**src/rtl/alu_pkg.sv**
```systemverilog
// ----------------------------------------------------------------------------
// alu_pkg
// Shared definitions for the ALU command front-end:
//   - ALU select encoding (signedness lives only in the op choice)
//   - sequencer FSM state encoding
//   - command record layout {use_prev, tag, sel, b, a}, MSB to LSB
// No ports; imported by alu_cmd_sequencer and cmd_fifo users.
// ----------------------------------------------------------------------------
package alu_pkg;

    localparam int unsigned SEL_W = 3;

    localparam logic [SEL_W-1:0] ALU_ADD  = 3'd0;
    localparam logic [SEL_W-1:0] ALU_ADDU = 3'd1;
    localparam logic [SEL_W-1:0] ALU_SUB  = 3'd2;
    localparam logic [SEL_W-1:0] ALU_SUBU = 3'd3;
    localparam logic [SEL_W-1:0] ALU_AND  = 3'd4;
    localparam logic [SEL_W-1:0] ALU_OR   = 3'd5;
    localparam logic [SEL_W-1:0] ALU_SRA  = 3'd6;
    localparam logic [SEL_W-1:0] ALU_SRL  = 3'd7;

    typedef enum logic [1:0] {
        IDLE     = 2'd0,
        EXEC     = 2'd1,
        WAIT_OUT = 2'd2
    } state_e;

    // Bit width of a packed command record {use_prev, tag, sel, b, a}.
    function automatic int unsigned cmd_rec_w(input int unsigned width,
                                              input int unsigned tag_w);
        return 2 * width + SEL_W + tag_w + 1;
    endfunction

endpackage

```
**src/rtl/cmd_fifo.sv**
```systemverilog
// ----------------------------------------------------------------------------
// cmd_fifo
// Synchronous FIFO holding packed ALU command records.
// Ports:
//   clk, rst_n       clock / asynchronous active-low reset
//   i_push, i_data   write strobe and record (ignored when full)
//   i_pop            read strobe (ignored when empty)
//   o_data           head record (valid while !o_empty)
//   o_count          number of stored entries, 0..DEPTH
//   o_full, o_empty  status flags derived from o_count
// DEPTH must be a power of two so the pointers wrap naturally.
// ----------------------------------------------------------------------------
module cmd_fifo #(
    parameter int unsigned DEPTH = 4,
    parameter int unsigned DW    = 8
) (
    input  logic                         clk,
    input  logic                         rst_n,
    input  logic                         i_push,
    input  logic [DW-1:0]                i_data,
    input  logic                         i_pop,
    output logic [DW-1:0]                o_data,
    output logic [$clog2(DEPTH+1)-1:0]   o_count,
    output logic                         o_full,
    output logic                         o_empty
);

    localparam int unsigned PTR_W = $clog2(DEPTH);
    localparam int unsigned CNT_W = $clog2(DEPTH + 1);

    logic [DW-1:0]    r_mem [DEPTH];
    logic [PTR_W-1:0] r_wr_ptr;
    logic [PTR_W-1:0] r_rd_ptr;
    logic [CNT_W-1:0] r_count;

    logic w_do_push;
    logic w_do_pop;

    assign o_full    = (r_count == CNT_W'(DEPTH));
    assign o_empty   = (r_count == '0);
    assign w_do_push = i_push && !o_full;
    assign w_do_pop  = i_pop && !o_empty;
    assign o_data    = r_mem[r_rd_ptr];
    assign o_count   = r_count;

    // Storage carries no reset; only pointers and count define validity.
    always_ff @(posedge clk) begin
        if (w_do_push) begin
            r_mem[r_wr_ptr] <= i_data;
        end
    end

    always_ff @(posedge clk or negedge rst_n) begin
        if (!rst_n) begin
            r_wr_ptr <= '0;
            r_rd_ptr <= '0;
            r_count  <= '0;
        end else begin
            if (w_do_push) begin
                r_wr_ptr <= r_wr_ptr + PTR_W'(1);
            end
            if (w_do_pop) begin
                r_rd_ptr <= r_rd_ptr + PTR_W'(1);
            end
            case ({w_do_push, w_do_pop})
                2'b10:   r_count <= r_count + CNT_W'(1);
                2'b01:   r_count <= r_count - CNT_W'(1);
                default: r_count <= r_count;
            endcase
        end
    end

endmodule

```
**src/rtl/alu_cmd_sequencer.sv**
```systemverilog
// ----------------------------------------------------------------------------
// alu_cmd_sequencer
// Command front-end for a combinational ALU. Commands are queued in a FIFO,
// issued as registered operands, and the ALU result is captured one cycle
// later and offered on a valid/ready result port together with its tag.
// A command with use_prev set takes operand a from the last captured result.
// Ports:
//   clk, rst_n                       clock / asynchronous active-low reset
//   cmd_valid, cmd_ready             command handshake (cmd_ready = !full)
//   cmd_a, cmd_b, cmd_sel            command operands and ALU op
//   cmd_use_prev, cmd_tag            chaining flag and user tag
//   alu_a, alu_b, alu_sel            registered operands to the ALU
//   alu_out                          combinational ALU result
//   res_valid, res_ready             result handshake
//   res_data, res_tag                captured result and its tag
//   occupancy                        FIFO entry count
//   busy                             FSM not idle or FIFO not empty
// ----------------------------------------------------------------------------
module alu_cmd_sequencer
    import alu_pkg::*;
#(
    parameter int unsigned WIDTH = 32,
    parameter int unsigned DEPTH = 4,
    parameter int unsigned TAG_W = 4
) (
    input  logic                        clk,
    input  logic                        rst_n,
    input  logic                        cmd_valid,
    output logic                        cmd_ready,
    input  logic [WIDTH-1:0]            cmd_a,
    input  logic [WIDTH-1:0]            cmd_b,
    input  logic [2:0]                  cmd_sel,
    input  logic                        cmd_use_prev,
    input  logic [TAG_W-1:0]            cmd_tag,
    output logic [WIDTH-1:0]            alu_a,
    output logic [WIDTH-1:0]            alu_b,
    output logic [2:0]                  alu_sel,
    input  logic [WIDTH-1:0]            alu_out,
    output logic                        res_valid,
    input  logic                        res_ready,
    output logic [WIDTH-1:0]            res_data,
    output logic [TAG_W-1:0]            res_tag,
    output logic [$clog2(DEPTH+1)-1:0]  occupancy,
    output logic                        busy
);

    localparam int unsigned REC_W = cmd_rec_w(WIDTH, TAG_W);
    localparam int unsigned CNT_W = $clog2(DEPTH + 1);

    typedef struct packed {
        logic             use_prev;
        logic [TAG_W-1:0] tag;
        logic [2:0]       sel;
        logic [WIDTH-1:0] b;
        logic [WIDTH-1:0] a;
    } cmd_rec_t;

    state_e           r_state;
    logic [WIDTH-1:0] r_alu_a;
    logic [WIDTH-1:0] r_alu_b;
    logic [2:0]       r_alu_sel;
    logic [TAG_W-1:0] r_tag;
    logic [WIDTH-1:0] r_last;
    logic             r_res_valid;
    logic [WIDTH-1:0] r_res_data;
    logic [TAG_W-1:0] r_res_tag;

    cmd_rec_t         w_push_rec;
    cmd_rec_t         w_head;
    logic [REC_W-1:0] w_fifo_dout;
    logic [CNT_W-1:0] w_count;
    logic             w_full;
    logic             w_empty;
    logic             w_push;
    logic             w_pop;
    logic [WIDTH-1:0] w_next_a;

    assign cmd_ready = !w_full;
    assign w_push    = cmd_valid && !w_full;

    always_comb begin
        w_push_rec          = '0;
        w_push_rec.use_prev = cmd_use_prev;
        w_push_rec.tag      = cmd_tag;
        w_push_rec.sel      = cmd_sel;
        w_push_rec.b        = cmd_b;
        w_push_rec.a        = cmd_a;
    end

    cmd_fifo #(
        .DEPTH (DEPTH),
        .DW    (REC_W)
    ) u_cmd_fifo (
        .clk     (clk),
        .rst_n   (rst_n),
        .i_push  (w_push),
        .i_data  (w_push_rec),
        .i_pop   (w_pop),
        .o_data  (w_fifo_dout),
        .o_count (w_count),
        .o_full  (w_full),
        .o_empty (w_empty)
    );

    assign w_head = cmd_rec_t'(w_fifo_dout);

    // Pop happens from IDLE, or from WAIT_OUT in the same edge that releases
    // the held result; either way the previous result is already in r_last.
    assign w_pop = !w_empty &&
                   ((r_state == IDLE) || ((r_state == WAIT_OUT) && res_ready));

    assign w_next_a = w_head.use_prev ? r_last : w_head.a;

    always_ff @(posedge clk or negedge rst_n) begin
        if (!rst_n) begin
            r_state     <= IDLE;
            r_alu_a     <= '0;
            r_alu_b     <= '0;
            r_alu_sel   <= '0;
            r_tag       <= '0;
            r_last      <= '0;
            r_res_valid <= 1'b0;
            r_res_data  <= '0;
            r_res_tag   <= '0;
        end else begin
            case (r_state)
                IDLE: begin
                    if (w_pop) begin
                        r_alu_a   <= w_next_a;
                        r_alu_b   <= w_head.b;
                        r_alu_sel <= w_head.sel;
                        r_tag     <= w_head.tag;
                        r_state   <= EXEC;
                    end
                end
                EXEC: begin
                    // Operands were registered last edge, so alu_out has settled.
                    r_res_data  <= alu_out;
                    r_res_tag   <= r_tag;
                    r_last      <= alu_out;
                    r_res_valid <= 1'b1;
                    r_state     <= WAIT_OUT;
                end
                WAIT_OUT: begin
                    if (res_ready) begin
                        r_res_valid <= 1'b0;
                        if (w_pop) begin
                            r_alu_a   <= w_next_a;
                            r_alu_b   <= w_head.b;
                            r_alu_sel <= w_head.sel;
                            r_tag     <= w_head.tag;
                            r_state   <= EXEC;
                        end else begin
                            r_state <= IDLE;
                        end
                    end
                end
                default: begin
                    r_state <= IDLE;
                end
            endcase
        end
    end

    assign alu_a     = r_alu_a;
    assign alu_b     = r_alu_b;
    assign alu_sel   = r_alu_sel;
    assign res_valid = r_res_valid;
    assign res_data  = r_res_data;
    assign res_tag   = r_res_tag;
    assign occupancy = w_count;
    assign busy      = (r_state != IDLE) || (w_count != '0);

endmodule

```
**config.mk**
```make
export PLATFORM = sky130hd
export DESIGN_NAME = alu_cmd_sequencer
export DESIGN_NICKNAME = d
export VERILOG_FILES = /design/src/rtl/alu_pkg.sv /design/src/rtl/cmd_fifo.sv /design/src/rtl/alu_cmd_sequencer.sv
export SDC_FILE = /design/constraint.sdc
export NUM_CORES = 1
export LEC_CHECK = 0
export ABC_CLOCK_PERIOD_IN_PS = 8600
export CAP_MARGIN = 0
export CORE_MARGIN = 2
export CORE_UTILIZATION = 58
export DETAILED_ROUTE_END_ITERATION = 6
export PLACE_DENSITY = 0.89
export SLEW_MARGIN = 10
export SYNTH_ARGS = -nofsm -noshare
export SYNTH_HDL_FRONTEND = slang
export SYNTH_HIERARCHICAL = 1
export SYNTH_SLANG_ARGS = --single-unit
```
**constraint.sdc**
```tcl
create_clock -name clk -period 8.6 [get_ports clk]
set_clock_uncertainty 0.1 [all_clocks]
set_input_delay 1.72 -clock clk [delete_from_list [all_inputs] [get_ports clk]]
set_output_delay 1.72 -clock clk [all_outputs]
set_load 0.02 [all_outputs]
```
==> results of run 1 <==
## cell families after synthesis
kind of cell               after synthesis
DFF                                    405
muxes                                  213
buffers and inverters                   39
and+or+nand+nor                         17
xor gates and xnor gates                 6
adders and majority gates                6
AOI/OAI and AO/OA                        4
## worst max-delay path, stage by stage
cell             delay [ps]
clkdlybuf4s50_1         500
nor2b_2                  70
nor3_4                  120
buf_4                   820
o31a_1                  340
ha_1                    210
inv_1                    60
fa_1                    380
xor2_1                  150
nor2_1                  130
xor2_1                  150
## worst paths after layout
| path | start | to | slack [ps] | depth (start not counted) |
|---|---|---|---|---|
| worst max-delay path | res_ready | u_cmd_fifo/o_count[2] | 4280 | 11 |
| worst min-delay path | alu_b[6] | alu_b[6] | 390 | 1 |
| worst max register to register | u_cmd_fifo/o_count[0] | u_cmd_fifo/o_count[2] | 5370 | 10 |
| worst min register to register | alu_b[6] | alu_b[6] | 390 | 1 |
| max in group asynchronous | rst_n | res_tag[2] | 5870 | 2 |
| min in group asynchronous | rst_n | alu_a[2] | 1140 | 1 |
## cell type report
| cell class | count | area share |
|---|---|---|
| inverter | 9 | 0.00179 |
| tap | 335 | 0.0222 |
| timing repair buffer | 220 | 0.116 |
| clock buffer | 62 | 0.0605 |
| clock inverter | 10 | 0.00238 |
| sequential | 405 | 0.612 |
| multi-input combinational | 246 | 0.185 |
## sequential cells by signal, indices dropped and copies added (netlist names), 3 cells and up
signal and cells:
r_tag 4, alu_sel 3, alu_a 32, res_tag 4, u_cmd_fifo/r_mem 288, alu_b 32, res_data 32, u_cmd_fifo/o_count 3
## Yosys cell counts, drive strengths merged
cell | n | share of area
a21o | 1 | 0.00049
a21oi | 2 | 0.00065
and2 | 4 | 0.0016
buf | 27 | 0.016
clkbuf | 3 | 0.00073
dfrtp | 117 | 0.19
edfxtp | 288 | 0.56
fa | 1 | 0.0013
ha | 5 | 0.0041
inv | 9 | 0.0022
mux2 | 140 | 0.10
mux2i | 1 | 0.00065
mux4 | 72 | 0.11
nand2 | 3 | 0.00073
nor2 | 2 | 0.00065
nor2b | 3 | 0.0015
nor3 | 3 | 0.0017
nor3b | 1 | 0.00082
nor4 | 1 | 0.00041
o31a | 1 | 0.00057
xnor2 | 3 | 0.0017
xor2 | 3 | 0.0017
## routing by layer
| layer | up-vias | part of all wire |
|---|---|---|
| met2 | 237 | 0.52 |
| met1 | 3849 | 0.40 |
| met5 | - | 0 |
| met4 | 0 | 0.025 |
| met3 | 48 | 0.053 |
| li1 | 3236 | - |
## stage by stage
step | power [µW] | hold WS (ps)
3_3_place_gp | 5640 | 370
5_1_grt | 7620 | 417
4_1_cts | 7360 | 393
2_1_floorplan | 4820 | 352
3_5_place_dp | 5760 | 380
6_report | 7270 | 387
## power groups by stage
stage	Sequential (µW)	Combinational (µW)	Clock, µW
floorplan	3270	1550	0
global placement	3070	2570	0
detailed placement	3100	2660	0
CTS	3070	2670	1620
global route	3140	2790	1690
finish	3060	2620	1580
==> results.cfg, run 1 <==
[layout]
seq_area_um2 = 11600
fillers = 1480
multiInputGateArea_um2 = 3500
final_cell_mix = 288 x edfxtp_1, 215 x clkdlybuf4s50_1, 128 x mux2_2, 115 x dfrtp_1, 72 x mux4_2
final_util = 0.728
final_cells = 1287
antennaDiodeCount = 0
layout_commonest_cell = edfxtp_1
final_layout_size_suffix_gt1_frac = 0.280
postLayoutCellArea_um2 = 18900
syn2layout_area_growth_pct = 23.3
fin_nets = 1037

[logic_synthesis]
ys_seq_area_frac = 0.754
syn_nets = 804
synth_top_family_by_area = multiplexers
yosys_warnings = 6
synth.distinct_cells = 29
syn-cell-area_um2 = 15300
synth-xor-area-share = 0.00342
synthMuxAreaShare = 0.209
yosys.area_share.simple = 0.00750
synthCells = 690
synth_compound_area_frac = 0.00171
syn_area_per_cell_um2 = 22.2
synth_fa_ha_area_frac = 0.00538
synth-seq-cells = 405

[placement]
dp_cells = 1215
routabilityCongestion = 0.742
pre_cts_ws_ps = 3710
place_area_um2 = 17700
numPortBuffers = 216
hpwl_mm = 16.5

[worst_hold_path]
hp-class = reg2reg

[drt]
viasPerCell = 5.73
ant_nets = 0
drc = 0
vias = 7370
wl_per_cell_um = 21.9
wirelength_mm = 28.2
dr.pass1.iters = 5
first_iter_violations = 388

[timing]
worstMarginPinSlew_ps = 1190
max_freq_ghz = 0.232
finalSetupTns_ps = 0
period_share = 0.502
period_needed_ps = 4320
slew_headroom = 0.203
hold_viol_final = 0
rsz0062_at_grt = no
setup_viol = 0
final_max_slew_viol_count = 0
setup_ws_ps = 4280

[grt]
grt_max_degree = 73
use_met2 = 0.364
grt-busiest-layer = met2
grt_pass1_wl_mm = 45.0
antenna_found_initial = 1
grt_usage = 0.210
grt_overflow = 0
grt_pass1_vias = 8021
use_met1 = 0.276
use_met3 = 0.0380

[clock_tree]
ctsHoldBuffers = 0
cts_resized = 0
clock-root-buffer = clkbuf_16
clock_sinks = 405
clk_latency_ps = 510
path_clk_slew_ps = 60
cts_setup_buffers = 0
cts_tree = built
clk_path_buf_depth = 3
numCtsBuffers = 41
cts-htree-levels = 2

[run]
cap_viol_max_count = 0

[die]
num_rows = 59
initial_core_util = 0.591
core_area_um2 = 26000
io_pins = 217
die_area_um2 = 27800
die_h_um = 167
die_w_um = 167

[pwr]
p_int_uw = 5060
p_switching_uw = 2210
power.density_nw_per_um2 = 384
power_leakage_uw = 0.00662
pwr-share-comb = 0.361
clkPwrFrac = 0.218
vdd_drop_max_uv = 279
p_seq_frac = 0.421
switching_share = 0.304

[worst_setup_path]
crit_required_ps = 8930
critPathMaxFanout = 72
cp-start-kind = primary input
cp.arrival_ps = 4650
crit_path_end_kind = flip-flop
crit_type = in2reg

[outcome]
status = complete, no violations
Note: power is estimated with default switching activity, not from simulation.
==> run 2: changes to the inputs <==
ABC_CLOCK_PERIOD_IN_PS = 4100   (was 8600)
CORE_UTILIZATION = 54   (was 58)
PLACE_DENSITY = 0.84   (was 0.89)
clock period = 4.1 ns   (was 8.6 ns; I/O delays follow)
==> results.cfg, run 2 (synthesized netlist as in run 1, its figures left out) <==
[outcome]
status = complete, no violations

[worst_setup_path]
r2r_setup_slack_ps = 1440
cp-start-kind = flip-flop
r2r_cells = 3
r2r-start = u_cmd_fifo/r_rd_ptr[1]
r2r_end = alu_a[31]
crit_path_end_kind = primary output
cp.arrival_ps = 1870
critPathMaxFanout = 7
crit_required_ps = 3180
crit_type = reg2out

[clock_tree]
clk_path_buf_depth = 3
clock_sinks = 405
clock-root-buffer = clkbuf_16
path_clk_slew_ps = 60
ctsHoldBuffers = 0
numCtsBuffers = 40
clk_latency_ps = 510
cts_tree = built
cts_resized = 0
cts_setup_buffers = 0
cts-htree-levels = 2

[placement]
hpwl_mm = 17.7
numPortBuffers = 216
pre_cts_ws_ps = 1020
routabilityCongestion = 0.725

[pwr]
power_leakage_uw = 0.00671
vdd_drop_max_uv = 456
power.density_nw_per_um2 = 808

[die]
num_rows = 61
die_area_um2 = 29800
core_area_um2 = 27900
die_w_um = 173
die_h_um = 173
initial_core_util = 0.551
io_pins = 217

[layout]
final_util = 0.687
syn2layout_area_growth_pct = 24.8
final_layout_size_suffix_gt1_frac = 0.290
fin_nets = 1045
layout_commonest_cell = edfxtp_1
top_register = u_cmd_fifo/r_mem
final_cell_mix = 288 x edfxtp_1, 215 x clkdlybuf4s50_1, 128 x mux2_2, 115 x dfrtp_1, 72 x mux4_2
largest_reg_flops = 288

[grt]
grt_usage = 0.198
grt_overflow = 0
antenna_found_initial = 2
grt_pass1_vias = 7906
grt_max_degree = 101
grt_pass1_wl_mm = 45.4

[drt]
dr.pass1.iters = 5
wl_per_cell_um = 21.7
wirelength_mm = 29.2
ant_nets = 0
first_iter_violations = 479
drc = 0
viasPerCell = 5.51
vias = 7386

[timing]
period_needed_ps = 2790
period_share = 0.680
setup_viol = 0
final_max_slew_viol_count = 0
slew_headroom = 0.289
hold_viol_final = 0
worstMarginPinSlew_ps = 1070
rsz0062_at_grt = no
max_freq_ghz = 0.359
setup_ws_ps = 1310
finalSetupTns_ps = 0

[worst_hold_path]
hp-class = in2async

[run]
cap_viol_max_count = 0
==> run 2: cell types whose count changed in the layout (fill, tap and decap cells not counted) <==
| cell | change |
|---|---|
| clkbuf_1 | -6 |
| buf_12 | +4 |
| buf_4 | +4 |
| bufinv_16 | +3 |
| clkbuf_8 | -3 |
| clkinv_1 | +3 |
| clkinv_2 | +2 |
| diode_2 | +2 |
| buf_6 | +1 |
| clkinv_4 | +1 |
==> run 2: worst max-delay path by stage <==
stage                               start  cells after the start                       to
floorplan                       cmd_valid                      3   u_cmd_fifo/r_mem[0][0]
global placement                cmd_valid                      5  u_cmd_fifo/r_mem[3][23]
detailed placement              cmd_valid                      5  u_cmd_fifo/r_mem[3][23]
CTS                 u_cmd_fifo/o_count[0]                      3                cmd_ready
global route        u_cmd_fifo/o_count[1]                      3                     busy
finish              u_cmd_fifo/o_count[0]                      3                cmd_ready
==> run 2: power breakdown <==
part,switching (µW),internal (µW)
Sequential,609,5690
Combinational,2680,3040
Clock,1410,2040
==> run 2: final cells by class <==
class / count / area, µm²
antenna: 2 / 5.00
clock buffer: 53 / 1080
clock inverter: 19 / 165
fill: 1757 / 8710
inverter: 9 / 33.8
multi-input combinational: 246 / 3500
sequential: 405 / 11600
tap: 378 / 473
timing repair buffer: 229 / 2310
==> run 2: worst max-delay path, cell delays in order, from the launching register on <==
cell,delay (ps)
dfrtp_1,470
nor3b_2,300
inv_1,60
clkdlybuf4s50_1,540
==> run 2: per-stage QoR <==
| step | instance area [µm²] | hold WS [ps] | total power, µW | instances |
|---|---|---|---|---|
| after floorplan | 15300 | 352 | 10100 | 690 |
| after global placement | 17900 | 372 | 12000 | 1267 |
| after detailed placement | 17900 | 380 | 12200 | 1267 |
| after CTS | 19100 | 381 | 15700 | 1339 |
| after global routing | 19200 | 411 | 16200 | 1341 |
| final | 19200 | 352 | 15500 | 1341 |
==> run 2: routing by layer <==
layer	vias to the layer above	global-route usage	part of all wire
li1	3243	-	-
met1	3839	0.260	0.41
met2	261	0.349	0.52
met3	43	0.0325	0.055
met4	0	0.0516	0.018
met5	-	0	0
